--- config.mk ---
export PLATFORM = sky130hd
export DESIGN_NAME = seq_pattern_detector
export DESIGN_NICKNAME = d
export VERILOG_FILES = /design/src/rtl/seq_pattern_detector.sv
export SDC_FILE = /design/constraint.sdc
export NUM_CORES = 1
export LEC_CHECK = 0
export CAP_MARGIN = 20
export CORE_MARGIN = 2
export CORE_UTILIZATION = 40
export DETAILED_ROUTE_END_ITERATION = 7
export GPL_ROUTABILITY_DRIVEN = 0
export SLEW_MARGIN = 30
export SYNTH_ARGS = -nofsm -noshare
export SYNTH_HDL_FRONTEND = slang
export SYNTH_SLANG_ARGS = --single-unit
--- constraint.sdc ---
create_clock -name clk -period 3.4 [get_ports clk]
set_clock_uncertainty 0.15 [all_clocks]
set_input_delay 1.02 -clock clk [delete_from_list [all_inputs] [get_ports clk]]
set_output_delay 1.02 -clock clk [all_outputs]
set_load 0.01 [all_outputs]
--- src/rtl/seq_pattern_detector.sv ---
// Serial pattern detector with a runtime-loadable pattern of 1..PAT_W bits,
// overlapping/non-overlapping match modes and a saturating match counter.
module seq_pattern_detector #(
  parameter int               PAT_W       = 8,
  parameter int               CNT_W       = 16,
  parameter logic [PAT_W-1:0] RST_PATTERN = 8'b0000_1011,
  parameter int               RST_LEN     = 4,
  parameter bit               RST_OVERLAP = 1'b1,
  localparam int              LW          = $clog2(PAT_W + 1)
) (
  input  logic             clk,
  input  logic             reset_n,
  input  logic             data_in,
  input  logic             data_valid,
  input  logic             cfg_load,
  input  logic [PAT_W-1:0] pattern_in,
  input  logic [LW-1:0]    len_in,
  input  logic             overlap_in,
  input  logic             count_clr,
  output logic             data_out,
  output logic [LW-1:0]    state_out,
  output logic [CNT_W-1:0] match_count,
  output logic             count_sat,
  output logic             cfg_err
);

  localparam logic [LW-1:0]    FULL    = LW'(PAT_W);
  localparam logic [CNT_W-1:0] CNT_ONE = CNT_W'(1);

  logic [PAT_W-1:0] hist;
  logic [PAT_W-1:0] pat;
  logic [PAT_W-1:0] hist_n;
  logic [PAT_W-1:0] len_mask;
  logic [LW-1:0]    fill;
  logic [LW-1:0]    len;
  logic [LW-1:0]    fill_n;
  logic [LW-1:0]    fill_upd;
  logic             ovl;
  logic             match;
  logic             cfg_err_c;
  logic [CNT_W:0]   cnt_inc;

  function automatic logic [LW-1:0] min_lw(input logic [LW-1:0] a, input logic [LW-1:0] b);
    return (a < b) ? a : b;
  endfunction

  // Returns {reached_all_ones, next_count}; holds at all-ones.
  function automatic logic [CNT_W:0] sat_inc(input logic [CNT_W-1:0] c);
    logic [CNT_W-1:0] n;
    n = (&c) ? c : c + CNT_ONE;
    return {&n, n};
  endfunction

  assign cfg_err_c = (len == '0) || (len > FULL);
  assign cfg_err   = cfg_err_c;

  always_comb begin
    hist_n   = {hist[PAT_W-2:0], data_in};
    fill_n   = (fill >= FULL) ? FULL : fill + LW'(1);
    len_mask = '0;
    for (int i = 0; i < PAT_W; i++) begin
      len_mask[i] = (i < int'(len));
    end
    match    = data_valid && !cfg_load && !cfg_err_c && (fill_n >= len) &&
               (((hist_n ^ pat) & len_mask) == '0);
    // Non-overlap mode restarts the window so no matched bit is reused.
    fill_upd = (match && !ovl) ? '0 : fill_n;
    cnt_inc  = sat_inc(match_count);
  end

  // Stage p0: history, configuration and match pulse
  always_ff @(posedge clk or negedge reset_n) begin
    if (!reset_n) begin
      hist      <= '0;
      fill      <= '0;
      pat       <= RST_PATTERN;
      len       <= LW'(RST_LEN);
      ovl       <= RST_OVERLAP;
      data_out  <= 1'b0;
      state_out <= '0;
    end else if (cfg_load) begin
      hist      <= '0;
      fill      <= '0;
      pat       <= pattern_in;
      len       <= len_in;
      ovl       <= overlap_in;
      data_out  <= 1'b0;
      state_out <= '0;
    end else if (data_valid) begin
      hist      <= hist_n;
      fill      <= fill_upd;
      data_out  <= match;
      state_out <= cfg_err_c ? '0 : min_lw(fill_upd, len);
    end else begin
      data_out  <= 1'b0;
    end
  end

  // Stage p0: saturating match counter
  always_ff @(posedge clk or negedge reset_n) begin
    if (!reset_n) begin
      match_count <= '0;
      count_sat   <= 1'b0;
    end else if (count_clr) begin
      match_count <= '0;
      count_sat   <= 1'b0;
    end else if (match) begin
      match_count <= cnt_inc[CNT_W-1:0];
      count_sat   <= count_sat | cnt_inc[CNT_W];
    end
  end

endmodule

**Word level (Yosys, flattened, before mapping)**

Index checks and enable logic that the tools add are counted.

- Bitwise gates (word level): 3
- $lt $le $gt $ge: 12
- Divide/modulo/power cells: 0
- Equality and inequality tests: 0
- Reductions and logical operators: 15
- Shift-type cells: 0
- Multiply operators: 0
- Add/subtract/negate cells: 2
- Mux-type cells: 17

Operators with widths:

| kind | count |
|---|---|
| $mux W16 | 3 |
| $mux W4 | 8 |
| $reduce_and A16 Y1 | 2 |
| $add A16 B1 Y16 const B | 1 |
| $lt A3 B4 Y1 const A | 4 |
| $mux W7 | 2 |
| $and A8 B8 Y8 | 1 |
| $logic_not A8 Y1 | 1 |
| $lt A1 B4 Y1 const A | 2 |
| $lt A2 B4 Y1 const A | 2 |
| $xor A8 B8 Y8 | 1 |
| $logic_and A1 B1 Y1 | 5 |
| $add A4 B1 Y4 const B | 1 |
| $ge A4 B4 Y1 | 1 |
| $ge A4 B4 Y1 const B | 1 |
| $gt A4 B4 Y1 const B | 1 |
| $logic_not A4 Y1 | 1 |
| $lt A4 B4 Y1 | 1 |
| $mux W1 | 4 |
| $reduce_bool A2 Y1 | 2 |
| $logic_not A1 Y1 | 3 |
| $logic_or A1 B1 Y1 | 1 |
| $or A1 B1 Y1 | 1 |

- Output and inout bits: 23
- Bits in read-only memories: 0
- RAM bits: 0
- Memories kept: 0
- Register bits: 46
- Bits in latches: 0

**Logic depth before layout (Yosys ltp)**

Gate-level depths: netlist of run 1.

- Depth in word-level cells: 13
- Mapped depth: 17
- Mapped depth without buffers: 16

**Worst setup path before layout of run 1**

Ideal clock, no wire load.

- Kind: reg2reg
- Start: reg fill[0]
- End: reg state_out[1]
- Period minus slack after synthesis: 3630 ps
- Cell stages (with the launch flop): 18
- Arrival time: 3384 ps
- Library setup time: 95 ps
- Setup slack: -230 ps
- Path through: dfrtp_1 > ha_1 > xnor2_1 > nor2_1 > ha_1 > o21ai_0 > a22oi_1 > nor4b_1 > nand3_2 > nor2_1 > buf_2 > nor3_1 > ha_1 > a21o_1 > a21o_1 > a41oi_1 > a22oi_1 > o31ai_1

- Longest elaborated chain between the ends: 12
- Elaborated cells on any way between the ends: 13

RTL lines:

| element | RTL line | RTL |
|---|---|---|
| start: declaration | 34 | `logic [LW-1:0] fill;` |
| start signal: assignment | 91 | `fill <= fill_upd;` |
| $add A4 B1 Y4 or $ge A4 B4 Y1 (tied branches) | 59 | `fill_n = (fill >= FULL) ? FULL : fill + LW'(1);` |
| $mux W4 * | 59 |  |
| $ge A4 B4 Y1 | 64 | `match = data_valid && !cfg_load && !cfg_err_c && (fill_n >= len) &&` |
| $logic_and A1 B1 Y1 (2 in series) | 64 |  |
| $logic_and A1 B1 Y1 | 67 | `fill_upd = (match && !ovl) ? '0 : fill_n;` |
| $mux W4 * | 67 |  |
| $lt A4 B4 Y1 | 44 | `return (a < b) ? a : b;` |
| $mux W4 * | 44 |  |
| $mux W4 * | 93 | `state_out <= cfg_err_c ? '0 : min_lw(fill_upd, len);` |
| $mux W4 * | 89 | `end else if (data_valid) begin` |
| $mux W4 * | 81 | `end else if (cfg_load) begin` |
| end signal: assignment | 93 |  |
| end: declaration | 21 | `output logic [LW-1:0] state_out,` |

Every way passes the cells marked *; elsewhere a longest branch is shown, timed or not. The select of a mux whose other input is x is not followed.
A chain may end at the register's enable or synchronous reset.

**Worst setup path after layout of run 1**

- Start: reg fill[0]
- End: reg state_out[0]

The elaborated chain is that of the path after synthesis.

==> out/results.ini, run 1 <==
[grt]
grtUsageTotal_pct=19.8
grt_max_degree=32
grt_pass1_wl_mm=12.1
grt_overflow_total=0
antenna_found_initial=0
grt_pass1_vias=2559

[sta]
fin_crit_ns=3.44
whs_ns=0.379
grt_setup_unrepaired=true
setup_ws_ns=-0.0400
hold_viol_final=0
fmax_mhz=291
worstMarginPinSlew_ns=0.405
final-setup-viol-count=3
relSlewSlack_pct=72.8
maxSlewViolCount=0
fin_crit_sh_pct=101

[setup_path]
reg2reg_depth=17
r2r-start=fill[0]
crit_end=state_out[0]
crit_slowest_cell=dfrtp_1
rrSetupSlack_ns=-0.04
start_kind=flop
regToRegEndpoint=state_out[0]
cp_cell_sequence=ha_2 -> xnor2_2 -> nor2_2 -> ha_1 -> o21ai_1 -> a22oi_1 -> nor4b_4 -> nand3_2 -> nor2_4 -> nor3_2 -> ha_1 -> a21o_1 -> a21o_1 -> buf_4 -> a31oi_1 -> o211ai_1 -> o21ai_1
required_ns=3.48
crit_arrival_ns=3.52
worstPathMaxFanout=4
critPathMaxStageDelay_ns=0.42
worst_setup_path_end_kind=flop
cp-startpoint=fill[0]
critPathKind=flop to flop

[yosys]
synthAdderAreaFrac_pct=4.45
synth-simple-area-share_pct=21.2
muxShareOfSynthArea_pct=11.2
synth_nets=323
synth_seq_cells=46
synth_seq_area_share_pct=41.1
synth-edff-count=0
synth_compound_area_share_pct=15.1
synth_area_per_cell_um2=9.57
ys_top_cells_by_area=dfrtp_1 (36%), mux2_2 (6.8%), dfstp_2 (4.7%), ha_1 (4.4%), nor2_1 (3.7%)
yosys.cell_types.count=54
ys.warnings.count=0
yosysTopAreaCellShare_pct=36.5
async_flop_share_pct=100
synth_area_um2=2810
synth_ff_type=dfrtp_1
synth_top_family_by_area=simple AND/OR/NAND/NOR gates
synth_cells=294
synth_top_cell_by_area=dfrtp_1
synth_xor_area_share_pct=3.11

[clock_network]
cts_max_path_buffers=2
path_clk_slew_ns=0.09
cts_sinks=46
root_buffer=clkbuf_8
cts_tree=built
numCtsBuffers=5
worst_skew_pair.late_latency_ns=0.30
htreeDepth=2

[finish]
final_util_pct=55.5
drive_gt1_share_pct=25.6
area_delta_synth_final_pct=34.0
design_area_um2=3770
diodes=0
fin_nets=395

[die]
die_x_um=87.9
row_count=30
initial_core_util_pct=41.4
core_um2=6790
dieHeight_um=87.9
io_pins=42
die_area_um2=7720

[power_and_ir_drop]
vdd_ir_drop_max_uv=190
p_per_area_nw_per_um2=332
p_leak_nw=1.61

[placement]
post-dp-hpwl_mm=5.04
placed_area_um2=3540
io_buffers=41

[hold_path]
holdCritPathClass=flop to flop
hold_depth=2
hold_path_startpoint=state_out[0]

[routing]
ant_nets=0
via_count=2510
drt_iter0_drc=100
viasPerCell=5.42
first_pass_iters=4
wl_per_cell_um=15.5
wl_mm=7.19
drc_errors=0

[job]
cap_violations=0

[run_status]
outcome=finished with violations
violations=setup timing

## cell usage after synthesis (2+ instances only)
master,instances
dfrtp_1,41
nor2_1,28
nand2_1,20
mux2_2,17
a21oi_1,15
nor2b_1,13
o21ai_0,13
inv_1,11
ha_1,10
mux2i_1,10
and3_1,9
nand3_1,8
clkbuf_1,6
xnor2_1,6
a22oi_1,5
dfstp_2,5
nand2b_1,5
nor3_1,5
o31ai_1,5
buf_2,4
nand4_1,4
or3_1,4
or4_1,4
xor2_1,4
a311oi_1,3
a31oi_1,3
a21o_1,2
a32oi_1,2
mux2_1,2
nand3_2,2
nor2_2,2
nor4_1,2
nor4b_1,2
o32ai_1,2
## worst max-delay path: cells and delay by family, from the launching register on
| kind | cells | cell delay (ns) |
|---|---|---|
| AOI/OAI and AO/OA | 7 | 1.02 |
| xor gates and xnor gates | 1 | 0.17 |
| adders and majority gates | 3 | 0.78 |
| buffers and inverters | 1 | 0.14 |
| DFF | 1 | 0.42 |
| and+or+nand+nor | 5 | 0.69 |
## cells in the final DEF, fill, tap and decap left out, types with 5 or more instances in the layout
master / netlist / layout
dfstp_2: 5 / 5
o31ai_1: 5 / 5
nand2_1: 20 / 20
buf_4: 0 / 37
mux2_2: 17 / 17
inv_1: 11 / 11
dfrtp_1: 41 / 41
clkbuf_8: 0 / 5
xnor2_1: 6 / 5
nor2b_1: 13 / 11
mux2i_1: 10 / 10
ha_1: 10 / 9
clkdlybuf4s50_1: 0 / 37
a21oi_1: 15 / 13
nand3_1: 8 / 7
nor2_1: 28 / 26
o21ai_0: 13 / 11
and3_1: 9 / 9
nand2b_1: 5 / 5
## per-stage QoR
| step | setup WS, ns | setup TNS (ns) | cells | total power [W] |
|---|---|---|---|---|
| 3_3_place_gp | -0.459 | -1.54 | 446 | 0.000825 |
| 3_5_place_dp | -0.548 | -1.90 | 446 | 0.000827 |
| 6_report | -0.0400 | -0.116 | 463 | 0.00125 |
| 5_1_grt | -0.266 | -0.859 | 463 | 0.00132 |
| 2_1_floorplan | -0.0116 | -0.0116 | 294 | 0.000726 |
| 4_1_cts | -0.0130 | -0.0130 | 460 | 0.00125 |
## final cells by class
cell class	instances	area [um2]
clock buffers	6	72.6
repair buffers	78	679
flip-flops and latches	46	1160
fillers	624	3020
clock inverters	2	37.5
well taps	96	120
multi-input cells	223	1660
inverters	12	45.0
## worst min-delay path by stage
stage	end	slack, ns
6_report	state_out[0]	0.38
3_5_place_dp	state_out[0]	0.35
4_1_cts	state_out[0]	0.37
3_3_place_gp	state_out[0]	0.34
2_1_floorplan	pat[4]	0.35
5_1_grt	state_out[0]	0.40
## power breakdown
part / internal, W / leakage (nW) / switching [W] / total [W]
combinational: 0.000127 / 0.958 / 0.000117 / 0.000244
clock: 0.000220 / 0.0514 / 0.000188 / 0.000408
sequential: 0.000573 / 0.605 / 0.0000269 / 0.000600
## what timing repair did
action                                 in CTS  in global routing
hold buffers                                0                  0
gates resized for setup                     7                  7
setup buffers                               6                  3
pin swaps                                  13                  6
endpoints found under the hold margin       0                  0
setup endpoints to repair                   4                  4
## layer usage
layer	vias up	part of all wire, %	global-route usage, %
li1	1216	-	-
met1	1236	46	26.1
met2	54	50	34.0
met3	4	3.1	3.02
met4	0	0.74	5.45
met5	-	0	0
## registers in the layout, summed over array words and instances (netlist names)
register / count
pat: 8
hist: 7
state_out: 4
ovl: 1
fill: 4
len: 4
data_out: 1
count_sat: 1
match_count: 16
## cells by family after synthesis
family                   after synthesis
buffers and inverters                 25
AO/OA/AOI/OAI                         62
flip-flops                            46
multiplexers                          29
XOR/XNOR                              10
AND/OR/NAND/NOR                      112
adder cells (fa/ha/maj)               10
No activity file was read; power rests on OpenSTA's default activity.
==> run 2: changes to the inputs <==
Clock period 3.4 ns to 3.35 ns, I/O delays scaled along.
==> out/results.ini, run 2 (synthesis results as in run 1) <==
[setup_path]
critPathTopFamily=buffers and inverters
cp-startpoint=cfg_load
worstPathMaxFanout=5  ; +1
start_kind=input port
cp_common_cell=nand3_2
worst_setup_path_end_kind=flop
crit_arrival_ns=3.48  ; -0.04 ns
cp_cell_sequence=clkdlybuf4s50_1 -> nor2b_4 -> nand3_2 -> a221oi_2 -> nand3_2 -> nor2_4 -> buf_6 -> nor2_2 -> ha_1 -> a21oi_2 -> buf_4 -> nor3_2 -> mux2i_1 -> o22ai_1
required_ns=3.38  ; -0.10 ns
crit_slowest_cell=clkdlybuf4s50_1
r2r-start=fill[0]
critPathKind=input port to flop
path_buf_inv=3  ; +2
critPathMaxStageDelay_ns=0.46  ; +0.04 ns

[grt]
antenna_found_initial=0  ; unchanged
grt_overflow_total=0  ; unchanged
grtUsageTotal_pct=19.6  ; -0.19 points
grt_pass1_wl_mm=11.8  ; -2.5%
grt_pass1_vias=2495  ; -2.5%
grt_max_degree=32  ; unchanged

[routing]
wl_per_cell_um=15.5  ; -0.40%
wl_mm=7.42  ; +3.3%
drt_iter0_drc=82  ; -18%
ant_nets=0  ; unchanged
first_pass_iters=4  ; unchanged
via_count=2595  ; +3.4%
viasPerCell=5.41  ; -0.28%
drc_errors=0  ; unchanged

[sta]
grt_setup_unrepaired=true
fin_crit_sh_pct=103
relSlewSlack_pct=71.7  ; -1.1 points
worstMarginPinSlew_ns=0.421  ; +0.0163 ns
setup_ws_ns=-0.0991  ; -0.0591 ns
maxSlewViolCount=0  ; unchanged
final-setup-viol-count=4  ; +1
fmax_mhz=290
fin_crit_ns=3.45
hold_viol_final=0  ; unchanged
setup_tns_ns=-0.197  ; -0.0807 ns

[clock_network]
path_clk_slew_ns=0.09  ; about the same
numCtsBuffers=5  ; unchanged
cts_tree=built
cts_max_path_buffers=2  ; unchanged
root_buffer=clkbuf_8
worst_skew_pair.late_latency_ns=0.31  ; about the same
htreeDepth=2  ; unchanged
cts_sinks=46  ; unchanged
ctsHoldBuffers=0  ; unchanged

[placement]
io_buffers=41  ; unchanged
pre_cts_slack_ns=-0.569  ; -0.0210 ns
post-dp-hpwl_mm=5.04  ; about the same

[die]
row_count=30  ; unchanged
initial_core_util_pct=41.4  ; unchanged
io_pins=42  ; unchanged
dieHeight_um=87.9  ; unchanged
core_um2=6790  ; unchanged
die_area_um2=7720  ; unchanged
die_x_um=87.9  ; unchanged

[run_status]
outcome=finished with violations
violations=setup timing

[power_and_ir_drop]
p_leak_nw=1.69  ; +4.5%
vdd_ir_drop_max_uv=152  ; -20%
p_per_area_nw_per_um2=310  ; -6.5%
power.total_w=0.00120  ; -3.8%

[job]
cap_violations=0  ; unchanged

[hold_path]
holdCritPathClass=flop to flop
hold_path_startpoint=state_out[0]

[finish]
area_delta_synth_final_pct=37.9
largest_reg_flops=16  ; unchanged
fin_nets=412  ; +4.3%
diodes=0  ; unchanged
reg_top3=match_count: 16 flops, pat: 8 flops, hist: 7 flops
layout_common_cells=buf_4 (52), dfrtp_1 (41), clkdlybuf4s50_1 (38), nor2_1 (25), nand2_1 (19)
drive_gt1_share_pct=28.6  ; +3.0 points
final_common_cell=buf_4
top_register=match_count

==> run 2: what timing repair did <==
action / CTS / global route
buffers inserted: 30 / 2
setup endpoints to repair: 4 / 5
resized for setup: 10 / 6
pin swaps: 19 / 6
==> run 2: path summary, 6_finish.rpt <==
| kind | endpoint | slack (ns) | cells after the start |
|---|---|---|---|
| max in group asynchronous | pat[1] | 1.85 | 2 |
| worst min-delay path | state_out[0] | 0.38 | 2 |
| worst max-delay path | state_out[3] | -0.1 | 14 |
| min in group asynchronous | state_out[1] | 0.45 | 1 |
| worst max register to register | state_out[3] | -0.09 | 17 |
| worst min register to register | state_out[0] | 0.38 | 2 |
==> run 2: per-stage QoR <==
step                      area [um2]  std cells  utilization (%)  hold WS, ns
after global placement          3510        442             51.6        0.346
after detailed placement        3510        442             51.6        0.352
after CTS                       3850        480             56.6        0.381
after global routing            3880        480             57.1        0.415
final                           3880        480             57.1        0.376
after floorplan                 2870        294                -        0.351
==> run 2: cell type report <==
class,count,area [um2]
flip-flops and latches,46,1160
well taps,96,120
multi-input cells,223,1660
fillers,584,2910
clock buffers,7,76.3
inverters,12,45.0
repair buffers,95,816
clock inverters,1,7.51
==> run 2: tightest hold or removal path, stage by stage, from the launching register on <==
cell	delay, ns
dfrtp_1	0.36
a32oi_1	0.06
o21ai_1	0.07
==> run 2: layer usage <==
layer / part of all wire (%) / global-route usage, %
met1: 43 / 23.6
met3: 3.8 / 3.49
met2: 50 / 34.2
met5: 0 / 0
met4: 2.4 / 8.67
==> run 2: report_power, final <==
group          total (W)  switching [W]  leakage, nW  internal [W]
clock           0.000337       0.000189       0.0385      0.000148
sequential      0.000603      0.0000215        0.605      0.000582
combinational   0.000264       0.000125         1.04      0.000140
total            0.00120       0.000335         1.69      0.000869
==> run 3: changes to the inputs <==
Settings changed: SLEW_MARGIN 30 to not set.
==> results of run 3 <==
No change in the layout: final DEF, timing and power equal those of run 2.
==> RTL edit 1, RTL diff (settings of run 1) <==
The parameter `PAT_W` goes from 8 to 32.
--- a/src/rtl/seq_pattern_detector.sv
+++ b/src/rtl/seq_pattern_detector.sv
@@ -1,7 +1,7 @@
 // Serial pattern detector with a runtime-loadable pattern of 1..PAT_W bits,
 // overlapping/non-overlapping match modes and a saturating match counter.
 module seq_pattern_detector #(
-  parameter int               PAT_W       = 8,
+  parameter int               PAT_W       = 32,
   parameter int               CNT_W       = 16,
   parameter logic [PAT_W-1:0] RST_PATTERN = 8'b0000_1011,
   parameter int               RST_LEN     = 4,
Ports: changed (resized len_in, pattern_in and state_out); port bits go from 42 to 70. No check against the original RTL was run, so the function may have changed too.
==> RTL edit 1 against run 1 <==
The flow still finishes with violations (setup timing); global-route usage up 2.0 points; utilization grew 1.6 points; synthesized area rose by 100%; sequential cell count increased by 54; setup slack got worse by 560 ps; combinational power is 140% higher; synthesized cell count rose by 91%; wire length up 120%; design area up 110%; critical path depth up 2; total power is 130% higher; critical endpoint is now state_out[3].
==> RTL edit 1: results (changes against run 1) <==
final-nonclk-buf-share: 0.2021  # was 0.1802
clkTransAtPathRegs_ps: 70  # was 90 ps
cts_made_buffers: 9  # was 5
synth-seq-area-share: 0.4438  # was 0.4113
wl_met1_mm: 6.804  # was 3.325 mm
combPwrFrac: 0.206  # was 0.195
crit_slowest_cell: "dfrtp_2"  # was dfrtp_1
fillers: 1175  # was 624
p_leak_nw: 3.462  # was 1.614 nW
post-place-cells: 875  # was 446
nClkBuffers: 12  # was 6
cts_setup_buffers: 37  # was 6
violations: "setup timing"  # unchanged
synth_area_leaders: "dfrtp_1, mux2_2, mux2i_1, nor2_1, xor2_1"  # was dfrtp_1, mux2_2, dfstp_2, ha_1, nor2_1
finalSetupViolations: 6  # was 3
cts_resized: 32  # was 7
clock-sinks: 100  # was 46
pre_cts_ws_ps: -921.3  # was -547.6 ps
max_stage_delay_ps: 450  # was 420 ps
status: "finished, violations left"  # unchanged
instances_no_fill: 916  # was 463
synth_common_cells: "dfrtp_1, nor2_1, nand2_1"  # unchanged
setup_tns_ps: -3404  # was -116.0 ps
power-per-cell-area_mw_per_mm2: 361.3  # was 331.9 mW/mm^2
postLayoutSetupSlackWorst_ps: -598.9  # was -39.98 ps
grt_pass1_wl_mm: 25.59  # was 12.09 mm
worst_slew_pin_slew_ps: 916.2  # was 404.9 ps
syn_inst: 563  # was 294
wire_per_inst_um: 17.01  # was 15.52 um
wl_met3_um: 667  # was 221 um
biggestRegsByFlops: "pat (32), hist (31), match_count (16)"  # was match_count (16), pat (8), hist (7)
postPlaceCellArea_sq_mm: 0.007237  # was 0.003542 sq mm
drive_gt1_frac: 0.3152  # was 0.2561
syn2layout_area_growth_pct: 39.64  # was 34.02%
grtUsageMet1: 0.2850  # was 0.2609
==> RTL edit 1: cell types whose count changed in the layout (fill, tap and decap cells not counted), moves of 9 or more <==
cell / before / now
xor2_1: 4 / 20
clkdlybuf4s50_1: 37 / 65
nor2_1: 26 / 49
a21oi_1: 13 / 25
nor2b_1: 11 / 1
buf_4: 37 / 111
dfrtp_1: 41 / 91
mux2i_1: 10 / 33
clkbuf_16: 0 / 9
mux2_2: 17 / 35
xnor2_1: 5 / 16
nand2_1: 20 / 36
==> RTL edit 1: final timing paths <==
kind,start,to,slack [ps],depth (start not counted)
max,fill[0],state_out[3],-600,19
min,count_sat,count_sat,350,1
max reg2reg,fill[0],state_out[3],-600,19
min reg2reg,count_sat,count_sat,350,1
max in group asynchronous,reset_n,pat[3],1850,2
min in group asynchronous,reset_n,state_out[5],550,1
==> RTL edit 2, RTL diff (settings of run 1) <==
Made on the original files. Register the output `match_count` once more; this adds one clock of latency there. The other outputs are not delayed to match.
--- a/src/rtl/seq_pattern_detector.sv
+++ b/src/rtl/seq_pattern_detector.sv
@@ -26,6 +26,8 @@
 
   localparam logic [LW-1:0]    FULL    = LW'(PAT_W);
   localparam logic [CNT_W-1:0] CNT_ONE = CNT_W'(1);
+
+  logic [CNT_W-1:0] match_count_s0;
 
   logic [PAT_W-1:0] hist;
   logic [PAT_W-1:0] pat;
@@ -65,7 +67,7 @@
                (((hist_n ^ pat) & len_mask) == '0);
     // Non-overlap mode restarts the window so no matched bit is reused.
     fill_upd = (match && !ovl) ? '0 : fill_n;
-    cnt_inc  = sat_inc(match_count);
+    cnt_inc  = sat_inc(match_count_s0);
   end
 
   // Stage p0: history, configuration and match pulse
@@ -99,16 +101,20 @@
   // Stage p0: saturating match counter
   always_ff @(posedge clk or negedge reset_n) begin
     if (!reset_n) begin
-      match_count <= '0;
+      match_count_s0 <= '0;
       count_sat   <= 1'b0;
     end else if (count_clr) begin
-      match_count <= '0;
+      match_count_s0 <= '0;
       count_sat   <= 1'b0;
     end else if (match) begin
-      match_count <= cnt_inc[CNT_W-1:0];
+      match_count_s0 <= cnt_inc[CNT_W-1:0];
       count_sat   <= count_sat | cnt_inc[CNT_W];
     end
   end
 
+  always_ff @(posedge clk) begin
+    match_count <= match_count_s0;
+  end
+
 endmodule
 
Function: changed (a bounded check fails within 4 cycles, from zero or initial values and one cycle with reset_n low).
==> RTL edit 2 against run 1 <==
Synthesized area grew 11%; total power grew 26%; setup slack gained 210 ps; wire length grew 1.6%; highest routed layer unchanged; sequential cell count grew 16; design area grew 6.9%; non-clock buffer count shrank 15.
==> RTL edit 2: results (changes against run 1) <==
status: "finished clean"  # was finished, violations left
dpl.hpwl_mm: 4.985  # was 5.043 mm
critPathArrivalTime_ps: 3340  # was 3520 ps
synth_area_leaders: "dfrtp_1, dfxtp_1, dfstp_2, ha_1, mux2_2"  # was dfrtp_1, mux2_2, dfstp_2, ha_1, nor2_1
max_stage_delay_ps: 490  # was 420 ps
p_leak_nw: 1.580  # was 1.614 nW
ys_async_sr_fraction: 0.7419  # was 1.000
biggestRegsByFlops: "match_count (16), match_count_s0 (16), pat (8)"  # was match_count (16), pat (8), hist (7)
grt_pass1_vias: 2571  # was 2559
crit_slowest_cell: "clkdlybuf4s50_1"  # was dfrtp_1
vdd_drop_max_v: 0.0001961  # was 0.0001903 V
clkTransAtPathRegs_ps: 70  # was 90 ps
drt_iter0_markers: 114  # was 100
antenna_found_initial: 0  # unchanged
fin_nets: 401  # was 395
synth_common_cells: "dfrtp_1, nor2_1, a21oi_1"  # was dfrtp_1, nor2_1, nand2_1
fillers: 692  # was 624
clk_latency_ps: 340  # was 300 ps
syn_area_per_cell_sq_um: 9.801  # was 9.571 sq um
timing.reg2reg.setup_slack_ps: 210  # was -40 ps
hold_ws_ps: 300.0  # was 378.7 ps
post-place-cells: 456  # was 446
vias: 2653  # was 2510
path_delay_family: "simple AND/OR/NAND/NOR gates"  # was compound AO/OA/AOI/OAI gates
cts_made_buffers: 9  # was 5
htree_levels: 3  # was 2
wl_mm: 7.301  # was 7.188 mm
grt_usage: 0.1824  # was 0.1981
drive_gt1_frac: 0.2069  # was 0.2561
instances_no_fill: 479  # was 463
grt_max_degree: 31  # was 32
synth_nets: 347  # was 323
grt_pass1_wl_mm: 12.43  # was 12.09 mm
==> RTL edit 2: cell count changes in the layout (fill, tap and decap cells not counted), sizes merged, moves of 6 or more <==
cell	change
buf	-15
nor2b	-6
clkbuf	+8
dfxtp	+16
mux2	-9
a21oi	+6
nand3	+9
and3	-6
xnor2	+6
==> RTL edit 2: area by class of cell <==
type,instances,share of cell area
well taps,102,0.03166
clock buffers,14,0.03786
multi-input cells,222,0.4053
clock inverters,2,0.002483
flip-flops and latches,62,0.3675
inverters,14,0.01304
repair buffers,63,0.1421
==> RTL edit 2: worst reg2reg max path: stages, from the launching register on <==
cell      delay [ps]
dfrtp_2          460
ha_4             180
xnor2_2          160
nor2_2            90
ha_4             260
o21a_1           100
o22ai_1           80
a311oi_2         240
nand2_1          140
nor2_4           130
nor2_1            60
ha_1             330
a21oi_2          150
o21ai_2          110
nor3_2           240
a22oi_1          120
o22ai_1          110
==> RTL edit 2: cell families after synthesis <==
logic type               synth area share
AO/OA/AOI/OAI                      0.1469
XOR/XNOR                          0.03653
adder cells (fa/ha/maj)           0.04014
buffers and inverters             0.05259
flip-flops                         0.4741
multiplexers                      0.06504
AND/OR/NAND/NOR                    0.1847
==> RTL edit 2: what timing repair did <==
action,4_1_cts,5_1_grt
buffers inserted,0,7
hold endpoints to repair,0,0
endpoints found under the setup margin,0,8
gates resized for setup,0,26
==> RTL edit 2: stage by stage <==
step / worst slack, ps / instance area (sq um) / total power [mW]
3_5_place_dp: -315.7 / 3685 / 0.9992
6_report: 171.5 / 4031 / 1.582
4_1_cts: 39.03 / 3847 / 1.562
2_1_floorplan: 2.225 / 3151 / 0.9187
3_3_place_gp: -243.9 / 3685 / 0.9955
5_1_grt: -21.34 / 4031 / 1.659
==> RTL edit 2: final timing paths <==
kind,start,to,depth (start not counted)
min,match_count_s0[11],match_count[11],0
max,data_in,state_out[1],13
min reg2reg,match_count_s0[11],match_count[11],0
max in group asynchronous,reset_n,pat[3],2
min in group asynchronous,reset_n,len[3],1
max reg2reg,fill[0],state_out[1],16
==> RTL edit 2: metal layers <==
| layer | vias up | GRT usage | share of wire |
|---|---|---|---|
| met3 | 12 | 0.03944 | 0.032 |
| met4 | 0 | 0.08458 | 0.019 |
| met2 | 57 | 0.2629 | 0.46 |
| met5 | - | 0 | 0 |
| met1 | 1313 | 0.2606 | 0.49 |
| li1 | 1271 | - | - |
==> RTL edit 2: report_power, final <==
group | switching, mW | internal, mW | total, mW
Clock | 0.276 | 0.284 | 0.560
Combinational | 0.112 | 0.120 | 0.232
Sequential | 0.0298 | 0.761 | 0.791
Total | 0.417 | 1.16 | 1.58
